[src/rtl/sail_mem_pkg.sv]
//------------------------------------------------------------------------------
// sail_mem_pkg : shared types and default constants for the sail-core memory path
// Rev 1.0
//------------------------------------------------------------------------------
`default_nettype none

package sail_mem_pkg;

    typedef enum logic [1:0] {
        PWR_ACTIVE = 2'd0,
        PWR_LIGHT  = 2'd1,
        PWR_DEEP   = 2'd2,
        PWR_WAKE   = 2'd3
    } pwr_state_t;

    localparam int DEF_LS_IDLE = 16;
    localparam int DEF_DS_IDLE = 1024;
    localparam int DEF_LS_WAKE = 1;
    localparam int DEF_DS_WAKE = 32;

    localparam int ADDR_W = 16;
    localparam int DATA_W = 32;
    localparam int BE_W   = DATA_W / 8;

    // One spare bit above the largest terminal count keeps saturation headroom.
    function automatic int cnt_width(input int ls_idle, input int ds_idle, input int ds_wake);
        int m;
        m = ls_idle;
        if (ds_idle > m) m = ds_idle;
        if (ds_wake > m) m = ds_wake;
        return $clog2(m) + 1;
    endfunction

endpackage

`default_nettype wire

[src/rtl/spram_pwr_ctrl_if.sv]
//------------------------------------------------------------------------------
// spram_pwr_ctrl_if : core-side single-word req/ready access bus
// Rev 1.0
//------------------------------------------------------------------------------
`default_nettype none

interface spram_pwr_ctrl_if;
    import sail_mem_pkg::*;

    logic              req;
    logic              req_we;
    logic [BE_W-1:0]   req_be;
    logic [ADDR_W-1:0] req_addr;
    logic [DATA_W-1:0] req_wdata;
    logic              ready;
    logic              rvalid;
    logic [DATA_W-1:0] rdata;

    modport master (
        output req, req_we, req_be, req_addr, req_wdata,
        input  ready, rvalid, rdata
    );

    modport slave (
        input  req, req_we, req_be, req_addr, req_wdata,
        output ready, rvalid, rdata
    );

endinterface

`default_nettype wire

[src/rtl/spram_pwr_ctrl.sv]
//------------------------------------------------------------------------------
// spram_pwr_ctrl : SPRAM access gate with idle-driven light/deep sleep control
// Rev 1.0
//------------------------------------------------------------------------------
`default_nettype none

module spram_pwr_ctrl
    import sail_mem_pkg::*;
#(
    parameter int LS_IDLE = DEF_LS_IDLE,
    parameter int DS_IDLE = DEF_DS_IDLE,
    parameter int LS_WAKE = DEF_LS_WAKE,
    parameter int DS_WAKE = DEF_DS_WAKE
) (
    input  wire logic              clk,
    input  wire logic              rst,
    spram_pwr_ctrl_if.slave        core,
    input  wire logic              sleep_req,
    output logic [1:0]             pwr_state,
    output logic                   mem_sel,
    output logic                   mem_we,
    output logic [BE_W-1:0]        mem_be,
    output logic [ADDR_W-1:0]      mem_addr,
    output logic [DATA_W-1:0]      mem_din,
    input  wire logic [DATA_W-1:0] mem_dout,
    output logic                   mem_ls_req,
    output logic                   mem_ds_req
);

    localparam int c_cnt_w = cnt_width(LS_IDLE, DS_IDLE, DS_WAKE);

    localparam logic [c_cnt_w-1:0] c_zero    = '0;
    localparam logic [c_cnt_w-1:0] c_one     = c_cnt_w'(1);
    localparam logic [c_cnt_w-1:0] c_cnt_max = '1;
    localparam logic [c_cnt_w-1:0] c_ls_last = c_cnt_w'(LS_IDLE - 1);
    localparam logic [c_cnt_w-1:0] c_ds_last = c_cnt_w'(DS_IDLE - 1);
    localparam logic [c_cnt_w-1:0] c_ls_wake = c_cnt_w'(LS_WAKE);
    localparam logic [c_cnt_w-1:0] c_ds_wake = c_cnt_w'(DS_WAKE);

    pwr_state_t           r_state;
    pwr_state_t           w_state_nxt;
    logic [c_cnt_w-1:0]   r_idle_cnt;
    logic [c_cnt_w-1:0]   w_idle_nxt;
    logic [c_cnt_w-1:0]   r_wake_cnt;
    logic [c_cnt_w-1:0]   w_wake_nxt;
    logic                 r_rvalid;
    logic                 w_accept;

    // ready is a pure decode of registered state, so there is no req->ready path.
    assign core.ready = (r_state == PWR_ACTIVE);
    assign w_accept   = core.req && core.ready;

    assign mem_sel    = w_accept;
    assign mem_we     = w_accept && core.req_we;
    assign mem_be     = core.req_be;
    assign mem_addr   = core.req_addr;
    assign mem_din    = core.req_wdata;

    // Pins decode the asynchronously reset state so they drop the moment rst rises.
    assign mem_ls_req = (r_state == PWR_LIGHT);
    assign mem_ds_req = (r_state == PWR_DEEP);
    assign pwr_state  = r_state;

    assign core.rvalid = r_rvalid;
    assign core.rdata  = mem_dout;

    always_ff @(posedge clk or posedge rst) begin
        if (rst) begin
            r_state    <= PWR_ACTIVE;
            r_idle_cnt <= '0;
            r_wake_cnt <= '0;
            r_rvalid   <= 1'b0;
        end else begin
            r_state    <= w_state_nxt;
            r_idle_cnt <= w_idle_nxt;
            r_wake_cnt <= w_wake_nxt;
            r_rvalid   <= w_accept && !core.req_we;
        end
    end

    always_comb begin
        w_state_nxt = r_state;
        w_idle_nxt  = r_idle_cnt;
        w_wake_nxt  = r_wake_cnt;
        unique case (r_state)
            PWR_ACTIVE: begin
                // A pending request always beats both sleep triggers.
                if (core.req) begin
                    w_idle_nxt = c_zero;
                end else if (sleep_req) begin
                    w_state_nxt = PWR_DEEP;
                    w_idle_nxt  = c_zero;
                end else if (r_idle_cnt == c_ls_last) begin
                    w_state_nxt = PWR_LIGHT;
                    w_idle_nxt  = c_zero;
                end else if (r_idle_cnt != c_cnt_max) begin
                    w_idle_nxt = r_idle_cnt + c_one;
                end
            end
            PWR_LIGHT: begin
                if (core.req) begin
                    w_state_nxt = PWR_WAKE;
                    w_idle_nxt  = c_zero;
                    w_wake_nxt  = c_ls_wake;
                end else if (sleep_req || (r_idle_cnt == c_ds_last)) begin
                    w_state_nxt = PWR_DEEP;
                    w_idle_nxt  = c_zero;
                end else if (r_idle_cnt != c_cnt_max) begin
                    w_idle_nxt = r_idle_cnt + c_one;
                end
            end
            PWR_DEEP: begin
                if (core.req) begin
                    w_state_nxt = PWR_WAKE;
                    w_idle_nxt  = c_zero;
                    w_wake_nxt  = c_ds_wake;
                end
            end
            PWR_WAKE: begin
                if (r_wake_cnt <= c_one) begin
                    w_state_nxt = PWR_ACTIVE;
                    w_idle_nxt  = c_zero;
                    w_wake_nxt  = c_zero;
                end else begin
                    w_wake_nxt = r_wake_cnt - c_one;
                end
            end
            default: begin
                w_state_nxt = PWR_ACTIVE;
                w_idle_nxt  = c_zero;
                w_wake_nxt  = c_zero;
            end
        endcase
    end

endmodule

`default_nettype wire

[src/flat_wrapper.sv]
// flat-port wrapper written by rule: the top's interface ports become plain ports
module spram_pwr_ctrl_flat import sail_mem_pkg::*;
#(
    parameter int LS_IDLE = DEF_LS_IDLE,
    parameter int DS_IDLE = DEF_DS_IDLE,
    parameter int LS_WAKE = DEF_LS_WAKE,
    parameter int DS_WAKE = DEF_DS_WAKE
)
  (clk, rst, sleep_req, pwr_state, mem_sel, mem_we, mem_be, mem_addr, mem_din, mem_dout, mem_ls_req, mem_ds_req, core_req, core_req_we, core_req_be, core_req_addr, core_req_wdata, core_ready, core_rvalid, core_rdata);
  spram_pwr_ctrl_if core_i ();
  input  wire logic clk;
  input  wire logic rst;
  input  wire logic sleep_req;
  output logic [1:0] pwr_state;
  output logic mem_sel;
  output logic mem_we;
  output logic [BE_W-1:0] mem_be;
  output logic [ADDR_W-1:0] mem_addr;
  output logic [DATA_W-1:0] mem_din;
  input  wire logic [DATA_W-1:0] mem_dout;
  output logic mem_ls_req;
  output logic mem_ds_req;
  input wire logic [$bits(core_i.req)-1:0] core_req;
  input wire logic [$bits(core_i.req_we)-1:0] core_req_we;
  input wire logic [$bits(core_i.req_be)-1:0] core_req_be;
  input wire logic [$bits(core_i.req_addr)-1:0] core_req_addr;
  input wire logic [$bits(core_i.req_wdata)-1:0] core_req_wdata;
  output wire logic [$bits(core_i.ready)-1:0] core_ready;
  output wire logic [$bits(core_i.rvalid)-1:0] core_rvalid;
  output wire logic [$bits(core_i.rdata)-1:0] core_rdata;
  assign core_i.req = core_req;
  assign core_i.req_we = core_req_we;
  assign core_i.req_be = core_req_be;
  assign core_i.req_addr = core_req_addr;
  assign core_i.req_wdata = core_req_wdata;
  assign core_ready = core_i.ready;
  assign core_rvalid = core_i.rvalid;
  assign core_rdata = core_i.rdata;
  spram_pwr_ctrl #(.LS_IDLE(LS_IDLE), .DS_IDLE(DS_IDLE), .LS_WAKE(LS_WAKE), .DS_WAKE(DS_WAKE)) u_core (.clk(clk), .rst(rst), .core(core_i), .sleep_req(sleep_req), .pwr_state(pwr_state), .mem_sel(mem_sel), .mem_we(mem_we), .mem_be(mem_be), .mem_addr(mem_addr), .mem_din(mem_din), .mem_dout(mem_dout), .mem_ls_req(mem_ls_req), .mem_ds_req(mem_ds_req));
endmodule
[config.mk]
export PLATFORM = sky130hd
export DESIGN_NAME = spram_pwr_ctrl_flat
export DESIGN_NICKNAME = d
export VERILOG_FILES = /design/src/rtl/sail_mem_pkg.sv /design/src/rtl/spram_pwr_ctrl_if.sv /design/src/rtl/spram_pwr_ctrl.sv /design/src/flat_wrapper.sv
export SDC_FILE = /design/constraint.sdc
export NUM_CORES = 1
export LEC_CHECK = 0
export ABC_AREA = 1
export ABC_CLOCK_PERIOD_IN_PS = 2200
export BUFFER_PORTS_ARGS = -buffer_cell sky130_fd_sc_hd__buf_2
export CAP_MARGIN = 20
export CORE_MARGIN = 2
export CORE_UTILIZATION = 40
export CTS_CLUSTER_DIAMETER = 30
export DETAILED_ROUTE_END_ITERATION = 10
export PLACE_DENSITY = 0.81
export SETUP_SLACK_MARGIN = 0.5
export SYNTH_ARGS = -nofsm -noshare
export SYNTH_HDL_FRONTEND = slang
export SYNTH_SLANG_ARGS = --single-unit
[constraint.sdc]
create_clock -name clk -period 2.2 [get_ports clk]
set_input_delay 0.11 -clock clk [delete_from_list [all_inputs] [get_ports clk]]
set_output_delay 0.11 -clock clk [all_outputs]
set_load 0.005 [all_outputs]
==> flow_summary.ini <==
[final_layout]
postLayoutCellArea_um2 = 2172
drive_gt1_share_pct = 26.49
layout_common_cells = nand2_1, nor2_1, inv_1, dfrtp_1, buf_4
fin_cells = 340
antenna_cells = 0
area_growth_pct = -6.817
nFillCells = 556
fin_util_pct = 38.97
final_common_cell = nand2_1
nets = 365

[min_path]
min_path_type = in2reg
hold_path.startpoint = core_req

[drt]
dr.pass1.iters = 4
viasPerCell = 4.956
first_iter_violations = 75
drc_errors = 0
drtAntennaViolNets = 0
wirelength_mm = 4.531
vias = 1685
wire_per_inst_um = 13.33

[synthesis]
seq_area_frac_synth_pct = 26.84
synth.mux.area_fraction_pct = 0
syn_inst = 320
synth_compound_area_share_pct = 4.563
synth-simple-area-share_pct = 28.07
yosys.area_share.adder_pct = 3.757
syn_area_um2 = 2331
ys_warn_count = 0
yosys.cell_types.count = 30
syn_avg_cell_area_um2 = 7.284
ys_ff_latch = 25
synth.net_count = 416
synth_top_family_by_area = buffers and inverters
synth_xor_area_share_pct = 3.382

[worst_setup_path]
endpoint_kind = flip-flop
crit_slowest_cell = dfrtp_1
required_ps = 2370
crit_family = flip-flops
cp-start-kind = flip-flop
cp_max_fo = 6
path_buf_inv = 2
cp_cell_sequence = buf_4 > ha_4 > o21ai_4 > nand2_4 > nor3_4 > buf_4 > xnor2_1 > nor2_1
cp_common_cell = buf_4
path_class = reg2reg
startpoint = u_core.pwr_state[0]$_DFFE_PP0P_
regToRegStartpoint = u_core.pwr_state[0]$_DFFE_PP0P_
arrival_ps = 1820
slowest_delay_ps = 430

[sta]
min_period_ps = 1648
timing.final.crit_share_pct = 74.92
tightestPinTransition_ps = 324.7
max_freq_mhz = 606.7
skew_ps = 3.587
timing.slew.headroom_pct = 78.36
setup_viol = 0
slew_violations = 0
timing.final.ws_setup_ps = 551.8
hold_viol = 0
tns_ps = 0
rsz0062_at_grt = true

[die]
fp.dieW_um = 80.34
die_area_um2 = 6454
initial_core_util_pct = 41.82
fp.coreArea_um2 = 5574
fp.dieH_um = 80.34
pin_count = 181
num_rows = 27

[pwr]
seqPwrFrac_pct = 60.1
power_frac_comb_pct = 3.0
power_density_nw_per_um2 = 351.8
switchingPower_uw = 170.9
p_leak_nw = 1.066
p_sw_share_pct = 22.36
p_clk_share_pct = 36.9
internal_power_uw = 593.3
peakVddDrop_mv = 0.3187

[clocking]
cts_sinks = 25
clkTransAtPathRegs_ps = 90
insertion_delay_ps = 270
cts_tree = done
root_buffer = clkbuf_8
cts_made_buffers = 3
cts_max_path_buffers = 2
htree_levels = 1

[global_route]
grt_antenna_before_repair = 0
first_global_vias = 1557
grt_pass1_wl_mm = 6.686
grt_max_degree = 26
grt_overflow_total = 0
grt_usage_pct = 12.90

[placement]
dpl.hpwl_mm = 2.882
place_inst = 319
port_buffers = 12
gp_congestion = 0.8953
dpl_worst_slack_ps = 365.3
postPlaceCellArea_um2 = 1842

[status]
status = complete, no violations

[flow_run]
drv_cap = 0
[logic make-up (layout without fill, tap and decap cells)]
kind of cell / after synthesis / after routing
adders and majority gates: 7 / 7
xor gates and xnor gates: 9 / 9
and+or+nand+nor: 138 / 138
buffers and inverters: 121 / 69
AOI/OAI and AO/OA: 20 / 20
DFF: 25 / 25
[path summary, 6_finish.rpt]
check | to | slack (ps) | depth (start not counted)
hold / removal | u_core.core.rvalid$_DFF_PP0_ | 200 | 3
hold reg to reg | u_core.r_wake_cnt[1]$_DFFE_PP0P_ | 540 | 2
setup reg to reg | u_core.r_wake_cnt[8]$_DFFE_PP0P_ | 550 | 8
max in group asynchronous | u_core.pwr_state[1]$_DFFE_PP0P_ | 1510 | 4
setup / recovery | u_core.r_wake_cnt[8]$_DFFE_PP0P_ | 550 | 8
min in group asynchronous | u_core.r_wake_cnt[9]$_DFFE_PP0P_ | 420 | 4
[per-layer routing]
metal	wire (um)	GRT usage, %	vias to the layer above	part of all wire, %
li1	-	-	814	-
met1	1734	14.76	792	38
met2	2384	21.67	63	53
met3	310	4.382	16	6.8
met4	102	5.763	0	2.3
met5	0	0	-	0
[power groups by stage]
stage / clock network [mW] / logic (mW) / registers [mW]
2_1_floorplan: 0 / 0.133 / 0.468
3_3_place_gp: 0 / 0.0186 / 0.468
3_5_place_dp: 0 / 0.0189 / 0.468
4_1_cts: 0.294 / 0.0220 / 0.459
5_1_grt: 0.313 / 0.0262 / 0.459
6_report: 0.282 / 0.0230 / 0.459
[layout make-up]
class	instances	area (um^2)	area share (%)
multi-input cells	174	1049	48.27
flip-flops and latches	25	628.1	28.92
repair buffers	30	225.2	10.37
inverters	35	133.9	6.164
well taps	72	90.09	4.147
clock buffers	3	41.29	1.901
clock inverters	1	5.005	0.2304
[flip-flops by register name, indices dropped and copies added (netlist names)]
signal	flops
u_core.core.rvalid	1
u_core.pwr_state	2
u_core.r_wake_cnt	11
u_core.r_idle_cnt	11
[cell usage after synthesis]
| library cell | count | area share, % |
|---|---|---|
| nand2_1 | 59 | 9.5 |
| nor2_2 | 1 | 0.27 |
| a21boi_0 | 1 | 0.32 |
| nand4_1 | 9 | 2.4 |
| o211ai_1 | 1 | 0.32 |
| nand2_2 | 2 | 0.54 |
| xnor2_1 | 4 | 1.5 |
| a31oi_1 | 1 | 0.27 |
| nand3_2 | 4 | 1.7 |
| or2_2 | 1 | 0.27 |
| buf_2 | 1 | 0.21 |
| nor3_1 | 6 | 1.3 |
| dfrtp_1 | 25 | 27 |
| nand3b_1 | 1 | 0.32 |
| o21ai_0 | 9 | 1.9 |
| o21ai_1 | 3 | 0.64 |
| nand3_4 | 1 | 0.75 |
| nand2_4 | 1 | 0.48 |
| nor2_1 | 41 | 6.6 |
| buf_6 | 1 | 0.48 |
| nor2_4 | 3 | 1.4 |
| xor2_1 | 5 | 1.9 |
| a21oi_1 | 5 | 1.1 |
| inv_1 | 34 | 5.5 |
| buf_4 | 84 | 27 |
| or2_1 | 1 | 0.27 |
| nand3_1 | 7 | 1.5 |
| nor3_4 | 1 | 0.70 |
| ha_1 | 7 | 3.8 |
| inv_2 | 1 | 0.16 |
[tightest hold or removal path: stages]
cell,delay (ps)
buf_2,130
nand2_1,140
nor2_1,60
[metrics by stage]
stage               hold slack [ps]  power [mW]
floorplan                     137.3      0.6009
global placement              185.9      0.4868
detailed placement            185.8      0.4871
CTS                           183.9      0.7749
global route                  214.5      0.7978
finish                        201.4      0.7642
[timing repair]
| item | CTS | global route |
|---|---|---|
| gates cloned | 0 | 0 |
| pin swaps | 0 | 9 |
| hold endpoints to repair | 26 | 0 |
| endpoints found under the setup margin | 10 | 22 |
| gates resized for setup | 8 | 30 |
| hold buffers | 2 | 0 |
| setup buffers | 0 | 15 |
Power figures use the tool's default switching activity.
